`config.mk`:
```
export PLATFORM = sky130hd
export DESIGN_NAME = mem_write_buffer
export DESIGN_NICKNAME = d
export VERILOG_FILES = /design/src/rtl/mem_write_buffer.sv
export SDC_FILE = /design/constraint.sdc
export NUM_CORES = 2
export LEC_CHECK = 0
export BUFFER_PORTS_ARGS = -buffer_cell sky130_fd_sc_hd__buf_4
export CORE_ASPECT_RATIO = 1.25
export CORE_MARGIN = 1.5
export CORE_UTILIZATION = 52
export CTS_BUF_LIST = sky130_fd_sc_hd__clkbuf_8 sky130_fd_sc_hd__clkbuf_16
export DETAILED_ROUTE_END_ITERATION = 6
export PLACE_DENSITY = 0.77
export SLEW_MARGIN = 25
export SYNTH_ARGS = -nofsm -noshare
export SYNTH_HDL_FRONTEND = slang
export SYNTH_SLANG_ARGS = --single-unit
```
`constraint.sdc`:
```
create_clock -name clk_i -period 24.3 [get_ports clk_i]
set_input_delay 1.215 -clock clk_i [delete_from_list [all_inputs] [get_ports clk_i]]
set_output_delay 1.215 -clock clk_i [all_outputs]
set_load 0.01 [all_outputs]
```
`src/rtl/mem_write_buffer.sv`:
```
// Line-granular write buffer between the L2 and memory: absorbs and coalesces
// dirty-line write-backs, forwards read hits, and lets read misses overtake queued drains.
module mem_write_buffer #(
    parameter int unsigned ADDR_W   = 32,
    parameter int unsigned LINE_W   = 128,
    parameter int unsigned OFFSET_W = 4,
    parameter int unsigned DEPTH    = 4
) (
    input  logic                     clk_i,
    input  logic                     rst_i,
    input  logic                     up_valid_i,
    input  logic                     up_rw_i,
    input  logic [ADDR_W-1:0]        up_addr_i,
    input  logic [LINE_W-1:0]        up_wdata_i,
    output logic                     up_ready_o,
    output logic [LINE_W-1:0]        up_rdata_o,
    output logic                     mem_valid_o,
    output logic                     mem_rw_o,
    output logic [ADDR_W-1:0]        mem_addr_o,
    output logic [LINE_W-1:0]        mem_wdata_o,
    input  logic                     mem_ready_i,
    input  logic [LINE_W-1:0]        mem_rdata_i,
    input  logic                     flush_i,
    output logic                     empty_o,
    output logic [$clog2(DEPTH):0]   count_o,
    output logic [31:0]              no_coal_o,
    output logic [31:0]              no_fwd_o
);

    localparam int unsigned TAG_W = ADDR_W - OFFSET_W;
    localparam int unsigned PTR_W = $clog2(DEPTH);
    localparam int unsigned CNT_W = PTR_W + 1;

    typedef enum logic [1:0] {U_IDLE, U_RDWAIT, U_RESP} u_state_e;
    typedef enum logic [1:0] {M_IDLE, M_WR, M_RD} m_state_e;

    u_state_e            u_state_q, u_state_d;
    m_state_e            m_state_q, m_state_d;
    logic [DEPTH-1:0]    valid_q, valid_d;
    logic [TAG_W-1:0]    tag_q  [DEPTH];
    logic [TAG_W-1:0]    tag_d  [DEPTH];
    logic [LINE_W-1:0]   data_q [DEPTH];
    logic [LINE_W-1:0]   data_d [DEPTH];
    logic [PTR_W-1:0]    head_q, head_d;
    logic [PTR_W-1:0]    tail_q, tail_d;
    logic [CNT_W-1:0]    count_q, count_d;
    logic                rd_pend_q, rd_pend_d;
    logic [ADDR_W-1:0]   rd_addr_q, rd_addr_d;
    logic [LINE_W-1:0]   rdata_q, rdata_d;
    logic [31:0]         coal_q, coal_d;
    logic [31:0]         fwd_q, fwd_d;

    logic [TAG_W-1:0]    up_tag;
    logic                hit;
    logic [PTR_W-1:0]    hit_idx;
    logic                head_inflight;
    logic                push;
    logic                pop;

    assign up_tag = up_addr_i[ADDR_W-1:OFFSET_W];

    // Tag lookup; at most one valid entry per tag, so no priority is needed
    always_comb begin
        hit     = 1'b0;
        hit_idx = '0;
        for (int i = 0; i < DEPTH; i++) begin
            if (valid_q[i] && (tag_q[i] == up_tag)) begin
                hit     = 1'b1;
                hit_idx = PTR_W'(i);
            end
        end
    end

    // The head entry is frozen while its drain is on the memory port
    assign head_inflight = (m_state_q == M_WR) && (hit_idx == head_q);

    always_comb begin
        u_state_d = u_state_q;
        m_state_d = m_state_q;
        valid_d   = valid_q;
        tag_d     = tag_q;
        data_d    = data_q;
        head_d    = head_q;
        tail_d    = tail_q;
        count_d   = count_q;
        rd_pend_d = rd_pend_q;
        rd_addr_d = rd_addr_q;
        rdata_d   = rdata_q;
        coal_d    = coal_q;
        fwd_d     = fwd_q;
        push      = 1'b0;
        pop       = 1'b0;

        case (u_state_q)
            U_IDLE: begin
                if (up_valid_i) begin
                    if (up_rw_i) begin
                        if (hit && !head_inflight) begin
                            data_d[hit_idx] = up_wdata_i;
                            coal_d          = coal_q + 32'd1;
                            u_state_d       = U_RESP;
                        end else if (!hit && (count_q < CNT_W'(DEPTH))) begin
                            push      = 1'b1;
                            u_state_d = U_RESP;
                        end
                    end else begin
                        if (hit) begin
                            rdata_d   = data_q[hit_idx];
                            fwd_d     = fwd_q + 32'd1;
                            u_state_d = U_RESP;
                        end else begin
                            rd_pend_d = 1'b1;
                            rd_addr_d = up_addr_i;
                            u_state_d = U_RDWAIT;
                        end
                    end
                end
            end
            U_RDWAIT: begin
                if ((m_state_q == M_RD) && mem_ready_i) begin
                    rdata_d   = mem_rdata_i;
                    u_state_d = U_RESP;
                end
            end
            U_RESP:  u_state_d = U_IDLE;
            default: u_state_d = U_IDLE;
        endcase

        // Read misses take the port ahead of drains unless flushing or full
        case (m_state_q)
            M_IDLE: begin
                if (rd_pend_q && (count_q < CNT_W'(DEPTH)) && !flush_i) begin
                    m_state_d = M_RD;
                end else if (count_q != '0) begin
                    m_state_d = M_WR;
                end
            end
            M_WR: begin
                if (mem_ready_i) begin
                    pop       = 1'b1;
                    m_state_d = M_IDLE;
                end
            end
            M_RD: begin
                if (mem_ready_i) begin
                    rd_pend_d = 1'b0;
                    m_state_d = M_IDLE;
                end
            end
            default: m_state_d = M_IDLE;
        endcase

        if (pop) begin
            valid_d[head_q] = 1'b0;
            head_d          = head_q + PTR_W'(1);
        end
        if (push) begin
            valid_d[tail_q] = 1'b1;
            tag_d[tail_q]   = up_tag;
            data_d[tail_q]  = up_wdata_i;
            tail_d          = tail_q + PTR_W'(1);
        end
        if (push && !pop) begin
            count_d = count_q + CNT_W'(1);
        end else if (pop && !push) begin
            count_d = count_q - CNT_W'(1);
        end
    end

    always_ff @(posedge clk_i or posedge rst_i) begin
        if (rst_i) begin
            u_state_q <= U_IDLE;
            m_state_q <= M_IDLE;
            valid_q   <= '0;
            for (int i = 0; i < DEPTH; i++) begin
                tag_q[i]  <= '0;
                data_q[i] <= '0;
            end
            head_q    <= '0;
            tail_q    <= '0;
            count_q   <= '0;
            rd_pend_q <= 1'b0;
            rd_addr_q <= '0;
            rdata_q   <= '0;
            coal_q    <= '0;
            fwd_q     <= '0;
        end else begin
            u_state_q <= u_state_d;
            m_state_q <= m_state_d;
            valid_q   <= valid_d;
            tag_q     <= tag_d;
            data_q    <= data_d;
            head_q    <= head_d;
            tail_q    <= tail_d;
            count_q   <= count_d;
            rd_pend_q <= rd_pend_d;
            rd_addr_q <= rd_addr_d;
            rdata_q   <= rdata_d;
            coal_q    <= coal_d;
            fwd_q     <= fwd_d;
        end
    end

    // Outputs decode flops only; the head entry cannot change during its drain
    assign up_ready_o  = (u_state_q == U_RESP);
    assign up_rdata_o  = rdata_q;
    assign mem_valid_o = (m_state_q != M_IDLE);
    assign mem_rw_o    = (m_state_q == M_WR);
    assign mem_addr_o  = (m_state_q == M_WR) ? {tag_q[head_q], {OFFSET_W{1'b0}}} :
                         (m_state_q == M_RD) ? rd_addr_q : '0;
    assign mem_wdata_o = (m_state_q == M_WR) ? data_q[head_q] : '0;
    assign empty_o     = (count_q == '0) && (m_state_q != M_WR);
    assign count_o     = count_q;
    assign no_coal_o   = coal_q;
    assign no_fwd_o    = fwd_q;

endmodule

```
==> out/results.ini <==
[clock_network]
htreeDepth=3
cts_setup_buffers=0
clock-sinks=864
root_buffer=clkbuf_16
ctsResizeCount=0
clockBufferDepth=3
cts_inserted_buffers=86
cts-hold-fix-buffers=0
cts_tree=done
insertion_delay_ns=0.66
clk_pin_slew_worst_paths_ns=0.06

[critical_path]
path_class=primary input to flop
cp_max_fo=82
r2r_slack_ns=18.69
critPathLaunchType=primary input
reg2reg_from=tag_q[46]
rr_worst_depth=10
slowest_delay_ns=0.84
worstPathRequired_ns=24.82
slowest_stage=o21ai_4
r2r_end=data_q[274]
crit_arrival_ns=6.45
endpoint_kind=flop
path_cells=buf_4, xnor2_1, nand2_1, a2111oi_0, nand3_4, buf_4, nand4b_1, nand3_1, o21ai_4, buf_4, mux2_1
path_common_cell=buf_4

[die]
die_y_um=328
num_rows=118
die_area_um2=86200
io_pins=653
start_util=0.527
core_area_um2=83300
fp.dieW_um=263

[synth]
syn_nets=3897
synthTopCellsByArea=dfrtp_1 (49%), mux2_1 (12%), mux4_2 (8.0%)
synth_fa_ha_area_frac=0.00445
syn_area_per_cell_um2=12.2
synth_top_family_by_area=multiplexers
async_reset_ff_frac=1.00
synth-simple-area-share=0.0700
yosysMostFrequentCell=dfrtp_1
synth_top_area_frac=0.493
synth_top_flop_cell=dfrtp_1
synth_warnings=0
synth_top_area_cell=dfrtp_1
synth-edff-count=0
synth-compound-area-share=0.0881
synth_xor_area_frac=0.0349
synth_area_um2=43900
synth_seq_cells=864
syn_inst=3588
synth_cell_types=55
synth_mux_area_frac=0.276
synth_common_cells=dfrtp_1 (864), mux2_1 (480), o21ai_0 (423)
yosysSeqAreaShare=0.493

[power_and_ir_drop]
p_leak_nw=24.7
swShare=0.358
clkPwrFrac=0.213
combPwrFrac=0.399
power_mw=6.57
internal-power_mw=4.22
p_sw_mw=2.35
peakVddDrop_mv=0.0964
power_density_nw_per_um2=126
seqPwrFrac=0.388

[placement]
gp_congestion=0.950
port_buffers=652
post-place-ws_ns=17.70
hpwlAfterDp_um=81000

[cells_and_area]
fillCellCount=6435
area_growth_pct=19.1
area.sequential_um2=21600
layout.nets=4392
post-route-util=0.628
multiInputGateArea_um2=20900
drive_gt1_frac=0.287

[sta]
fmaxAchievable_ghz=0.169
hold_ws_ns=0.480
setup_slack_ns=18.37
min_period_over_period=0.244
slew_headroom=0.283
clock-skew-final_ns=0.0295
setup_tns_ns=0
rsz0062_at_grt=no
fin_crit_ns=5.93
tightest_slew_ns=1.08
setup_viol=0
finalHoldViolCount=0
drv_slew=0

[global_route]
grt_max_degree=179
grt.total_usage=0.294
grt_pass1_wl_um=199000
first_global_vias=33200
grt_remaining_overflow=0
antenna_found_initial=11

[hold_path]
min_path_cells=2
min_from=up_rdata_o[108]
min_to=up_rdata_o[108]
hold_path.class=flop to flop

[route]
dr.pass1.iters=7
wire_per_inst_um=24.4
drc=0
via_per_inst=6.14
drtIter0Drc=2754
vias=32200
detail-route-antenna-nets=0
wl_um=128000

[flow_run]
drv_cap=0

[status]
outcome=completed

-- logic make-up after synthesis --
logic type,Yosys count
XOR/XNOR,175
AO/OA/AOI/OAI,701
buffers and inverters,305
AND/OR/NAND/NOR,594
multiplexers,934
adder cells (fa/ha/maj),15
flip-flops,864
-- how the worst max path moves through the flow --
stage,from,end,slack [ns]
floorplan,rst_i,count_o[0],11.21
global placement,up_addr_i[22],data_q[261],17.83
detailed placement,up_addr_i[22],data_q[261],17.70
CTS,up_addr_i[22],data_q[274],18.41
global route,up_addr_i[22],data_q[274],18.09
finish,up_addr_i[22],data_q[274],18.37
-- cells in the final DEF, fill, tap and decap left out, types with 87 or more instances in the layout --
cell and n:
a211oi_1 128, a21oi_1 133, and2_1 134, buf_4 689, clkbuf_16 87, dfrtp_1 862
mux2_1 480, mux2_2 170, mux2i_1 128, mux4_2 156, nand2_1 251, o21ai_0 422
xnor2_1 123
-- layer usage --
| metal | wire (um) | global-route usage |
|---|---|---|
| met1 | 51500 | 0.380 |
| met4 | 4900 | 0.121 |
| met3 | 9340 | 0.0573 |
| met5 | 43 | 0 |
| met2 | 62000 | 0.489 |
-- metrics by stage --
stage,instances,instance area [um2]
floorplan,3588,43900
global placement,5074,49200
detailed placement,5074,49200
CTS,5229,52200
global route,5237,52300
finish,5240,52300
-- area by class of cell --
cell class                      count  share of cell area
Clock inverter                     41             0.00835
Timing Repair Buffer              695               0.101
Antenna cell                       10            0.000479
Multi-Input combinational cell   2419               0.400
Inverter                           17             0.00129
Tap cell                         1080              0.0258
Clock buffer                      114              0.0488
Sequential cell                   864               0.414
-- power by group through the flow --
stage / clock network (mW) / logic, mW / registers, mW
2_1_floorplan: 0 / 1.68 / 2.44
3_3_place_gp: 0 / 2.56 / 2.52
3_5_place_dp: 0 / 2.61 / 2.56
4_1_cts: 1.42 / 2.63 / 2.54
5_1_grt: 1.47 / 2.82 / 2.63
6_report: 1.40 / 2.62 / 2.55
-- flip-flops by register name, summed over array words and instances, names as in the netlist --
name        flops
no_coal_o      32
tag_q         112
head_q          2
tail_q          2
rd_pend_q       1
no_fwd_o       32
u_state_q       2
up_rdata_o    128
count_o         3
valid_q         4
m_state_q       2
rd_addr_q      32
data_q        512
-- worst max-delay path, delay by kind of cell --
kind                   cells  cell delay, ns
XOR/XNOR                   1            0.18
buffers and inverters      3            1.49
AO/OA/AOI/OAI              2            1.65
multiplexers               1            0.41
AND/OR/NAND/NOR            4            1.30
Note: power is estimated with default switching activity, not from simulation.
